===== src/rtl/codec_sched_pkg.sv =====
// Shared definitions for the frame-buffer codec scheduler.
// FSM state encoding, active_op codes and the default watchdog limit.
package codec_sched_pkg;

    typedef enum logic [2:0] {
        S_IDLE    = 3'd0,
        S_CMP_REQ = 3'd1,
        S_CMP_RUN = 3'd2,
        S_DEC_REQ = 3'd3,
        S_DEC_RUN = 3'd4
    } state_t;

    localparam logic [1:0] OP_NONE = 2'b00;
    localparam logic [1:0] OP_CMP  = 2'b01;
    localparam logic [1:0] OP_DEC  = 2'b10;

    localparam logic [19:0] TIMEOUT_DEF = 20'd1000000;

endpackage


===== src/rtl/codec_scheduler_if.sv =====
// Request/finish/status bundle between timing logic, scheduler and codec control.
// master = surrounding logic, slave = the scheduler.
interface codec_scheduler_if #(
    parameter int CNT_W = 8
);
    logic             enable;
    logic             frame_wr_req;
    logic             display_rd_req;
    logic             compress_request;
    logic             compress_finish;
    logic             decompress_request;
    logic             decompress_finish;
    logic             frame_valid;
    logic             busy;
    logic [1:0]       active_op;
    logic             timeout_err;
    logic             err_clr;
    logic [CNT_W-1:0] overrun_cnt;

    modport master (
        output enable, frame_wr_req, display_rd_req,
        output compress_finish, decompress_finish, err_clr,
        input  compress_request, decompress_request,
        input  frame_valid, busy, active_op,
        input  timeout_err, overrun_cnt
    );

    modport slave (
        input  enable, frame_wr_req, display_rd_req,
        input  compress_finish, decompress_finish, err_clr,
        output compress_request, decompress_request,
        output frame_valid, busy, active_op,
        output timeout_err, overrun_cnt
    );
endinterface


===== src/rtl/codec_scheduler_watchdog.sv =====
// Per-operation watchdog: cleared while a request is issued, counts RUN cycles.
// expired flags the last permitted RUN cycle.
module op_watchdog
    import codec_sched_pkg::*;
#(
    parameter int                   TIMEOUT_W      = 20,
    parameter logic [TIMEOUT_W-1:0] TIMEOUT_CYCLES = TIMEOUT_DEF
) (
    input  logic clock,
    input  logic reset_n,
    input  logic clr,
    input  logic run,
    output logic expired
);
    localparam logic [TIMEOUT_W-1:0] LAST = TIMEOUT_CYCLES - 1'b1;

    logic [TIMEOUT_W-1:0] cnt_q, cnt_d;

    always_comb begin
        cnt_d = cnt_q;
        if (clr) begin
            cnt_d = '0;
        end else if (run && cnt_q != LAST) begin
            cnt_d = cnt_q + 1'b1;
        end
    end

    always_ff @(posedge clock or negedge reset_n) begin
        if (!reset_n) begin
            cnt_q <= '0;
        end else begin
            cnt_q <= cnt_d;
        end
    end

    assign expired = run && (cnt_q == LAST);

endmodule


===== src/rtl/codec_scheduler.sv =====
// Arbitrates the shared compress/decompress engine between capture and display.
// Decompress has priority unless it also took the previous grant.
module codec_scheduler
    import codec_sched_pkg::*;
#(
    parameter int                   TIMEOUT_W      = 20,
    parameter logic [TIMEOUT_W-1:0] TIMEOUT_CYCLES = TIMEOUT_DEF,
    parameter int                   CNT_W          = 8
) (
    input logic              clock,
    input logic              reset_n,
    codec_scheduler_if.slave bus
);
    state_t           state_q, state_d;
    logic             cmp_pend_q, cmp_pend_d;
    logic             dec_pend_q, dec_pend_d;
    logic             last_dec_q, last_dec_d;
    logic             fv_q, fv_d;
    logic             err_q, err_d;
    logic             creq_q, creq_d;
    logic             dreq_q, dreq_d;
    logic [CNT_W-1:0] ovr_q, ovr_d;

    logic             grant_cmp, grant_dec, tmo;
    logic             cmp_elig, dec_elig;
    logic [1:0]       ovr_inc;
    logic [CNT_W:0]   ovr_sum;
    logic             wd_clr, wd_run, wd_exp;

    assign wd_clr = (state_q == S_CMP_REQ) || (state_q == S_DEC_REQ);
    assign wd_run = (state_q == S_CMP_RUN) || (state_q == S_DEC_RUN);

    op_watchdog #(
        .TIMEOUT_W      (TIMEOUT_W),
        .TIMEOUT_CYCLES (TIMEOUT_CYCLES)
    ) u_wd (
        .clock   (clock),
        .reset_n (reset_n),
        .clr     (wd_clr),
        .run     (wd_run),
        .expired (wd_exp)
    );

    always_comb begin
        state_d    = state_q;
        fv_d       = fv_q;
        last_dec_d = last_dec_q;
        grant_cmp  = 1'b0;
        grant_dec  = 1'b0;
        tmo        = 1'b0;
        cmp_elig   = cmp_pend_q;
        dec_elig   = dec_pend_q & fv_q;

        case (state_q)
            S_IDLE: begin
                if (bus.enable && dec_elig && !(cmp_elig && last_dec_q)) begin
                    state_d   = S_DEC_REQ;
                    grant_dec = 1'b1;
                end else if (bus.enable && cmp_elig) begin
                    state_d   = S_CMP_REQ;
                    grant_cmp = 1'b1;
                end
            end
            S_CMP_REQ: state_d = S_CMP_RUN;
            S_DEC_REQ: state_d = S_DEC_RUN;
            S_CMP_RUN: begin
                if (bus.compress_finish) begin
                    state_d    = S_IDLE;
                    fv_d       = 1'b1;
                    last_dec_d = 1'b0;
                end else if (wd_exp) begin
                    // aborted compress leaves a partial frame behind
                    state_d = S_IDLE;
                    fv_d    = 1'b0;
                    tmo     = 1'b1;
                end
            end
            S_DEC_RUN: begin
                if (bus.decompress_finish) begin
                    state_d    = S_IDLE;
                    last_dec_d = 1'b1;
                end else if (wd_exp) begin
                    state_d = S_IDLE;
                    tmo     = 1'b1;
                end
            end
            default: state_d = S_IDLE;
        endcase

        cmp_pend_d = (cmp_pend_q & ~grant_cmp) | bus.frame_wr_req;
        dec_pend_d = (dec_pend_q & ~grant_dec) | bus.display_rd_req;

        ovr_inc = {1'b0, bus.frame_wr_req & cmp_pend_q}
                + {1'b0, bus.display_rd_req & dec_pend_q};
        ovr_sum = {1'b0, ovr_q} + (CNT_W + 1)'(ovr_inc);
        ovr_d   = ovr_sum[CNT_W] ? '1 : ovr_sum[CNT_W-1:0];

        err_d = err_q;
        if (bus.err_clr) begin
            err_d = 1'b0;
            ovr_d = '0;
        end
        if (tmo) begin
            err_d = 1'b1;
        end

        creq_d = (state_d == S_CMP_REQ);
        dreq_d = (state_d == S_DEC_REQ);
    end

    always_ff @(posedge clock or negedge reset_n) begin
        if (!reset_n) begin
            state_q    <= S_IDLE;
            cmp_pend_q <= 1'b0;
            dec_pend_q <= 1'b0;
            last_dec_q <= 1'b0;
            fv_q       <= 1'b0;
            err_q      <= 1'b0;
            creq_q     <= 1'b0;
            dreq_q     <= 1'b0;
            ovr_q      <= '0;
        end else begin
            state_q    <= state_d;
            cmp_pend_q <= cmp_pend_d;
            dec_pend_q <= dec_pend_d;
            last_dec_q <= last_dec_d;
            fv_q       <= fv_d;
            err_q      <= err_d;
            creq_q     <= creq_d;
            dreq_q     <= dreq_d;
            ovr_q      <= ovr_d;
        end
    end

    always_comb begin
        case (state_q)
            S_CMP_REQ, S_CMP_RUN: bus.active_op = OP_CMP;
            S_DEC_REQ, S_DEC_RUN: bus.active_op = OP_DEC;
            default:              bus.active_op = OP_NONE;
        endcase
    end

    assign bus.busy               = (state_q != S_IDLE);
    assign bus.compress_request   = creq_q;
    assign bus.decompress_request = dreq_q;
    assign bus.frame_valid        = fv_q;
    assign bus.timeout_err        = err_q;
    assign bus.overrun_cnt        = ovr_q;

endmodule


===== src/flat_wrapper.sv =====
// flat-port wrapper written by rule: the top's interface ports become plain ports
module codec_scheduler_flat import codec_sched_pkg::*;
#(
    parameter int                   TIMEOUT_W      = 20,
    parameter logic [TIMEOUT_W-1:0] TIMEOUT_CYCLES = TIMEOUT_DEF,
    parameter int                   CNT_W          = 8
)
  (clock, reset_n, bus_enable, bus_frame_wr_req, bus_display_rd_req, bus_compress_finish, bus_decompress_finish, bus_err_clr, bus_compress_request, bus_decompress_request, bus_frame_valid, bus_busy, bus_active_op, bus_timeout_err, bus_overrun_cnt);
  codec_scheduler_if #(.CNT_W(CNT_W)) bus_i ();
  input logic clock;
  input logic reset_n;
  input wire logic [$bits(bus_i.enable)-1:0] bus_enable;
  input wire logic [$bits(bus_i.frame_wr_req)-1:0] bus_frame_wr_req;
  input wire logic [$bits(bus_i.display_rd_req)-1:0] bus_display_rd_req;
  input wire logic [$bits(bus_i.compress_finish)-1:0] bus_compress_finish;
  input wire logic [$bits(bus_i.decompress_finish)-1:0] bus_decompress_finish;
  input wire logic [$bits(bus_i.err_clr)-1:0] bus_err_clr;
  output wire logic [$bits(bus_i.compress_request)-1:0] bus_compress_request;
  output wire logic [$bits(bus_i.decompress_request)-1:0] bus_decompress_request;
  output wire logic [$bits(bus_i.frame_valid)-1:0] bus_frame_valid;
  output wire logic [$bits(bus_i.busy)-1:0] bus_busy;
  output wire logic [$bits(bus_i.active_op)-1:0] bus_active_op;
  output wire logic [$bits(bus_i.timeout_err)-1:0] bus_timeout_err;
  output wire logic [$bits(bus_i.overrun_cnt)-1:0] bus_overrun_cnt;
  assign bus_i.enable = bus_enable;
  assign bus_i.frame_wr_req = bus_frame_wr_req;
  assign bus_i.display_rd_req = bus_display_rd_req;
  assign bus_i.compress_finish = bus_compress_finish;
  assign bus_i.decompress_finish = bus_decompress_finish;
  assign bus_i.err_clr = bus_err_clr;
  assign bus_compress_request = bus_i.compress_request;
  assign bus_decompress_request = bus_i.decompress_request;
  assign bus_frame_valid = bus_i.frame_valid;
  assign bus_busy = bus_i.busy;
  assign bus_active_op = bus_i.active_op;
  assign bus_timeout_err = bus_i.timeout_err;
  assign bus_overrun_cnt = bus_i.overrun_cnt;
  codec_scheduler #(.TIMEOUT_W(TIMEOUT_W), .TIMEOUT_CYCLES(TIMEOUT_CYCLES), .CNT_W(CNT_W)) u_core (.clock(clock), .reset_n(reset_n), .bus(bus_i));
endmodule

===== config.mk =====
export PLATFORM = sky130hd
export DESIGN_NAME = codec_scheduler_flat
export DESIGN_NICKNAME = d
export VERILOG_FILES = /design/src/rtl/codec_sched_pkg.sv /design/src/rtl/codec_scheduler_if.sv /design/src/rtl/codec_scheduler_watchdog.sv /design/src/rtl/codec_scheduler.sv /design/src/flat_wrapper.sv
export SDC_FILE = /design/constraint.sdc
export NUM_CORES = 1
export LEC_CHECK = 0
export ABC_AREA = 1
export CAP_MARGIN = 20
export CORE_ASPECT_RATIO = 1.2
export CORE_MARGIN = 1.5
export CORE_UTILIZATION = 50
export DETAILED_ROUTE_END_ITERATION = 8
export PLACE_DENSITY = 0.75
export REMOVE_ABC_BUFFERS = 1
export SETUP_SLACK_MARGIN = 0.5
export SLEW_MARGIN = 20
export SYNTH_ARGS = -nofsm -noshare
export SYNTH_HDL_FRONTEND = slang
export SYNTH_HIERARCHICAL = 1
export SYNTH_SLANG_ARGS = --single-unit

===== constraint.sdc =====
create_clock -name clock -period 3.8 [get_ports clock]
set_input_delay 0.76 -clock clock [delete_from_list [all_inputs] [get_ports clock]]
set_output_delay 0.76 -clock clock [all_outputs]
set_load 0.01 [all_outputs]

==> results of run 1 <==
cell families after synthesis:
| logic type | count (synthesis) | share of synthesized area |
|---|---|---|
| simple gates | 201 | 0.426 |
| buf+inv | 39 | 0.0712 |
| fa+ha+maj | 3 | 0.0187 |
| xor+xnor | 11 | 0.0400 |
| flops | 38 | 0.395 |
| compound gates | 20 | 0.0488 |
critical path: stages:
cell	delay [ps]
clkdlybuf4s50_1	480
nand2_1	90
fa_1	470
inv_1	110
ha_1	200
nand2_2	100
nor2_4	160
nand2_4	90
nand3_1	100
nand2_1	60
inv_1	50
layout make-up:
cell class                 count  area [µm²]
fill                         410        1820
multi-input combinational    235        1290
sequential                    38         951
timing repair buffer          25         238
inverter                      32         120
clock buffer                   6        82.6
tap                           58        72.6
clock inverter                 2        60.1
cells in the final DEF, fill, tap and decap left out, drive strengths merged:
cell           netlist  routed
ha                   2       2
nand2               90      90
bufinv               0       2
dfrtp               38      38
a21o                 1       1
nand3b               1       1
o21ai                4       4
a21boi               1       1
buf                  6       4
clkbuf               1       6
xnor2                3       3
a31oi                2       2
fa                   1       1
o21bai               4       4
a21oi                8       8
inv                 31      31
xor2                 8       8
nand3               39      39
clkinv               1       1
or2                  1       1
nand4               17      17
nor3                 1       1
nor3b                1       1
and3                 1       1
clkdlybuf4s50        0      21
nor2                50      50
worst paths after layout:
kind | start | end | slack [ps] | cells after the start
worst max-delay path | bus_frame_wr_req | u_core/bus.overrun_cnt[7]$_DFF_PN0_ | 1390 | 11
worst min-delay path | u_core/bus.timeout_err$_DFFE_PN0P_ | u_core/bus.timeout_err$_DFFE_PN0P_ | 490 | 2
worst max register to register | u_core/cmp_elig$_DFF_PN0_ | u_core/bus.overrun_cnt[7]$_DFF_PN0_ | 1930 | 10
worst min register to register | u_core/bus.timeout_err$_DFFE_PN0P_ | u_core/bus.timeout_err$_DFFE_PN0P_ | 490 | 2
max in group asynchronous | reset_n | u_core/u_wd/cnt_q[13]$_DFFE_PN0P_ | 2680 | 1
min in group asynchronous | reset_n | u_core/bus.overrun_cnt[0]$_DFF_PN0_ | 570 | 1
metal layers:
layer | global-route usage | up-vias
li1 | - | 1062
met1 | 0.265 | 965
met2 | 0.380 | 39
met3 | 0.0496 | 6
met4 | 0.0714 | 0
met5 | 0 | -
synth_stat cells, types with 2 or more instances:
cell	instances
inv_2	2
ha_1	2
nand2_4	5
nor2_2	3
dfrtp_1	38
o21ai_0	2
a31oi_1	2
nand4_1	17
a21oi_1	8
nor2_4	4
nand3_2	10
inv_1	29
xnor2_1	3
nand3_1	29
nand2_2	4
buf_2	4
o21bai_1	4
nand2_1	80
nor2_1	42
xor2_1	8
o21ai_1	2
sequential cells by signal, summed over array words and instances (netlist names):
signal / flops
u_core/u_wd/cnt_q: 20
u_core/bus.overrun_cnt: 8
u_core/state_q: 3
u_core/bus.compress_request: 1
u_core/bus.decompress_request: 1
u_core/bus.frame_valid: 1
u_core/bus.timeout_err: 1
u_core/cmp_elig: 1
u_core/dec_pend_q: 1
u_core/last_dec_q: 1
power by group:
group	switching [W]	internal [W]	total (W)
logic	0.000365	0.000208	0.000573
clock network	0.000147	0.000280	0.000427
registers	0.0000538	0.000459	0.000513
total	0.000566	0.000947	0.00151
stage by stage:
stage / area (µm²) / power, W / hold WS [ps]
floorplan: 2360 / 0.000863 / 442
global placement: 2670 / 0.00107 / 465
detailed placement: 2670 / 0.00109 / 483
CTS: 2810 / 0.00152 / 502
global route: 2810 / 0.00161 / 524
finish: 2810 / 0.00151 / 492
==> summary.md, run 1 <==
| Metric | Value |
|---|---|
| Status | `finished clean` |
| Fmax | `about 420 MHz` |
| Maximum vdd drop | `0.384 mV` |
| Die Ht | `79.0 µm` |
| CTS root buffer | `clkbuf_8` |
| DIE WIDTH | `66.4 µm` |
| First-pass GRT wire length | `between 8000 and 9000 µm` |
| Inst Count DP | `388` |
| Number of port buffers | `22` |
| Initial antenna violation count | `0` |
| CTS Hold Buffers Added | `0` |
| PwrDens | `538 mW/mm²` |
| Cell area after synthesis | `0.00241 mm²` |
| DRT iter0 DRCs | `104` |
| Syn Area/Cell | `~7.7 µm²` |
| Critical path type | `in2reg` |
| Post-CTS Setup Repair Bufs | `0` |
| Overflow left after global routing | `0` |
| Crit-path max FO | `7` |
| Layout Utilization | `0.607` |
| Deepest clock path buffer count | `2` |
| RSZ-0062 raised after global routing | `no` |
| Via count | `2072` |
| Area growth syn-to-layout | `16.7%` |
| Metal-1 WL | `2280 µm` |
| EDFF count, synth | `0` |
| CP startpoint kind | `input pin` |
| Initial core utilization | `0.520` |
| Least-Margin Pin Slew | `857 ps` |
| Tmin final | `2410 ps` |
| Ys async rst share | `1.00` |
| Post-DP HPWL | `roughly 3600 µm` |
| CTS tree | `done` |
| Period utilisation layout | `0.634` |
| Worst path arrival time | `2650 ps` |
| CP endpoint kind | `register` |
| Met3 wire length | `169 µm` |
| Post-synth top area share | `0.395` |
| Avg Vias per Cell | `around 5.2` |
| Max-Slew Margin vs Limit | `0.429` |
| Nets | `approximately 350` |
| Max-slew violation count | `0` |
| Worst-Skew Late Latency | `~290 ps` |
| Post-CTS resize count | `0` |
| Finished Layout Cells | `396` |
| Global Route Usage Sum | `0.219` |
| Max_cap viols | `0` |
| Setup-failing EPs final | `0` |
| Die ar. | `0.00524 mm²` |
| WL final | `5120 µm` |
| Area leader, netlist | `dfrtp_1` |
| WP data required | `4040 ps` |
| Final Wtd Congestion | `0.890` |
| Seq cells post-synth | `38` |
| Final setup margin | `1390 ps` |
| Hold Fails Final Rpt | `0` |
| Share of cells above drive strength 1 | `0.127` |
| Ranking of synthesized cells by area | `dfrtp_1 (39%), nand2_1 (12%), nor2_1 (6.5%)` |
| Mapped Cells | `312` |
| P_leak | `1.38 nW` |
| Setup Skew | `between 10 and 15 ps` |
| N_diodes | `0` |
| Routed len/inst | `12.9 µm` |
| Post-synthesis sequential area ratio | `0.395` |
| Row Count | `27` |
| Cell variety after synth | `35` |
| DR top layer | `met4` |
| # DRC | `0` |
| Pre-antenna DRT Iters | `4` |
| Pin count of the biggest net entering global routing | `39` |
| H-tree Lvls | `2` |
| Hold Crit Class | `reg2reg` |
| Yosys synthesis warning count | `6` |
| Setup TNS Final | `0 ps` |
| Met2 wire length | `2610 µm` |
| Routed Antenna Nets | `0` |
| Num CTS Buffers | `5` |
| I/O pin count | `23` |
| Number of global-route vias before repair | `1991` |
| Prevailing post-synth register cell | `dfrtp_1` |
| Core region area | `0.00463 mm²` |
| CTS Sinks | `38` |
| Worst-path clk slew | `80 ps` |
| Place WS | `1100 ps` |
Power figures use the tool's default switching activity.
==> inputs of run 2 (changes only) <==
==> constraint.sdc (replaced) <==
create_clock -name clock -period 2.4 [get_ports clock]
set_input_delay 0.48 -clock clock [delete_from_list [all_inputs] [get_ports clock]]
set_output_delay 0.48 -clock clock [all_outputs]
set_load 0.01 [all_outputs]
==> summary.md, run 2 (synthesized netlist as in run 1, its figures left out) <==
| Metric | Value |
|---|---|
| Max-Slew Margin vs Limit | `0.438 (+0.00914)` |
| I/O pin count | `23 (unchanged)` |
| N_diodes | `0 (unchanged)` |
| Total power | `0.00249 W (+64%)` |
| Sequential share of power | `0.328 (-0.011)` |
| Die Ht | `79.0 µm (unchanged)` |
| CP endpoint kind | `output pin` |
| Worst reg-to-reg setup slack | `710 ps (-1220 ps)` |
| Worst-path clk slew | `70 ps (about the same)` |
| H-tree Lvls | `2 (unchanged)` |
| Number of global-route vias before repair | `2111 (+6.0%)` |
| Least-Margin Pin Slew | `843 ps (-13.7 ps)` |
| Routed Antenna Nets | `0 (unchanged)` |
| Setup TNS Final | `0 ps (unchanged)` |
| Crit-path max FO | `3 (-4)` |
| Maximum vdd drop | `0.528 mV (+38%)` |
| Slowest stage delay, CP | `440 ps (-40 ps)` |
| CP startpoint kind | `register` |
| Max FFs per register | `20 (unchanged)` |
| Worst Setup SP | `u_core/state_q[1]$_DFF_PN0_` |
| Internal cell power | `0.00156 W (+65%)` |
| Core region area | `0.00463 mm² (unchanged)` |
| CTS tree | `done` |
| Worst-path cell chain | `buf_4 -> nand3_1 -> nand2_1 -> dlygate4sd2_1` |
| Tmin final | `1820 ps` |
| Setup Skew | `4.28 ps (-8.35 ps)` |
| Setup-failing EPs final | `0 (unchanged)` |
| Initial core utilization | `0.520 (unchanged)` |
| Area growth syn-to-layout | `21.3%` |
| Max_cap viols | `0 (unchanged)` |
| R2R Path End | `u_core/u_wd/cnt_q[11]$_DFFE_PN0P_` |
| Worst-Skew Late Latency | `290 ps (about the same)` |
| Die ar. | `0.00524 mm² (unchanged)` |
| PwrDens | `851 mW/mm² (+58%)` |
| Avg Vias per Cell | `5.31 (+1.4%)` |
| First-pass GRT wire length | `8990 µm (+1.0%)` |
| Register area | `953 µm² (+0.26%)` |
| DRT iter0 DRCs | `102 (-1.9%)` |
| Net switching fraction of the power | `0.370 (-0.00387)` |
| Cell count of the worst reg-to-reg path | `10 (unchanged)` |
| WP data required | `1920 ps (-2120 ps)` |
| DIE WIDTH | `66.4 µm (unchanged)` |
| Global Route Usage Sum | `0.220 (+0.000629)` |
| Share of cells above drive strength 1 | `0.177 (+0.0496)` |
| Gate power share | `0.402 (+0.023)` |
| Final Wtd Congestion | `0.844 (-5.1%)` |
| Multi-input logic area | `0.00133 mm² (+3.6%)` |
| Number of port buffers | `22 (unchanged)` |
| Deepest clock path buffer count | `2 (unchanged)` |
| CP max-delay cell | `dfrtp_2` |
| Commonest non-fill, non-tap cell in the layout | `nand2_1` |
| Status | `finished clean` |
| Max-slew violation count | `0 (unchanged)` |
| RSZ-0062 raised after global routing | `yes` |
| Clock Power Share | `0.270 (-0.012)` |
| Reg2Reg Launch Point | `u_core/u_wd/cnt_q[1]$_DFFE_PN0P_` |
| Initial antenna violation count | `0 (unchanged)` |
| Most frequent cells in the layout | `nand2_1 (77), nor2_1 (42), dfrtp_1 (36)` |
| Num CTS Buffers | `5 (unchanged)` |
| Pin count of the biggest net entering global routing | `39 (unchanged)` |
| Worst path arrival time | `1340 ps (-1310 ps)` |
| CP endpoint | `bus_active_op[1]` |
| Overflow left after global routing | `0 (unchanged)` |
| Post-DP HPWL | `3650 µm (about the same)` |
| Nets | `355 (+2.0%)` |
| Row Count | `27 (unchanged)` |
| Hold Crit Class | `in2async` |
| Pre-antenna DRT Iters | `5 (+1)` |
| Hold Fails Final Rpt | `0 (unchanged)` |
| Fill cell count | `411 (+0.24%)` |
| WL final | `5160 µm (+0.88%)` |
| CTS root buffer | `clkbuf_8` |
| Top reg by flops | `u_core/u_wd/cnt_q` |
| Critical path type | `reg2out` |
| Net switching power | `0.000921 W (+63%)` |
| Period utilisation layout | `0.756` |
| Via count | `2138 (+3.2%)` |
| CTS Sinks | `38 (unchanged)` |
| P_leak | `1.44 nW (+4.7%)` |
| Fmax | `roughly 550 MHz` |
| Routed len/inst | `12.8 µm (-0.87%)` |
| # DRC | `0 (unchanged)` |
[run 2: final cells by class]
type	count	area share
clock buffer	6	0.0283
clock inverter	2	0.0206
inverter	32	0.0411
multi-input combinational	235	0.456
sequential	38	0.326
tap	58	0.0248
timing repair buffer	32	0.103
[run 2: per-stage QoR]
step	utilization	worst slack (ps)	cells	instance area (µm²)	hold slack, ps
after floorplan	-	331	305	2360	184
after global placement	0.581	97.3	389	2690	464
after detailed placement	0.581	46.9	389	2690	477
after CTS	0.630	511	403	2920	320
after global routing	0.631	498	403	2920	349
final	0.631	585	403	2920	280
[run 2: worst min path at each step]
stage	from	endpoint	slack [ps]	cells past startpoint
2_1_floorplan	reset_n	u_core/bus.compress_request$_DFF_PN0_	180	0
5_1_grt	reset_n	u_core/bus.compress_request$_DFF_PN0_	350	1
3_3_place_gp	u_core/bus.timeout_err$_DFFE_PN0P_	u_core/bus.timeout_err$_DFFE_PN0P_	460	2
6_report	reset_n	u_core/bus.compress_request$_DFF_PN0_	280	1
4_1_cts	reset_n	u_core/bus.compress_request$_DFF_PN0_	320	1
3_5_place_dp	u_core/last_dec_q$_DFFE_PN0P_	u_core/last_dec_q$_DFFE_PN0P_	480	2
[run 2: critical path, delay by kind of cell, from the launching register on]
kind | cells | cell delay (ps)
buffers and inverters | 2 | 430
DFF | 1 | 440
and+or+nand+nor | 2 | 170
[run 2: power by group through the flow]
stage               registers, W  logic [W]  clock network [W]
floorplan               0.000825   0.000541                  0
global placement        0.000819   0.000921                  0
detailed placement      0.000823   0.000929                  0
CTS                     0.000812   0.000990           0.000689
global route            0.000826    0.00110           0.000720
finish                  0.000816   0.000999           0.000671
[run 2: timing repair]
action                                  in CTS  in global routing
gates resized for setup                     16                  2
buffers inserted                             6                  0
endpoints found under the hold margin        0                  0
pin swaps                                    2                  2
hold buffers                                 0                  0
endpoints found under the setup margin      11                 10
gates cloned                                 0                  0
[run 2: layer usage]
layer	GRT usage	share of wire
met5	0	0
met4	0.0959	0.019
met3	0.0467	0.036
met2	0.388	0.51
met1	0.250	0.43
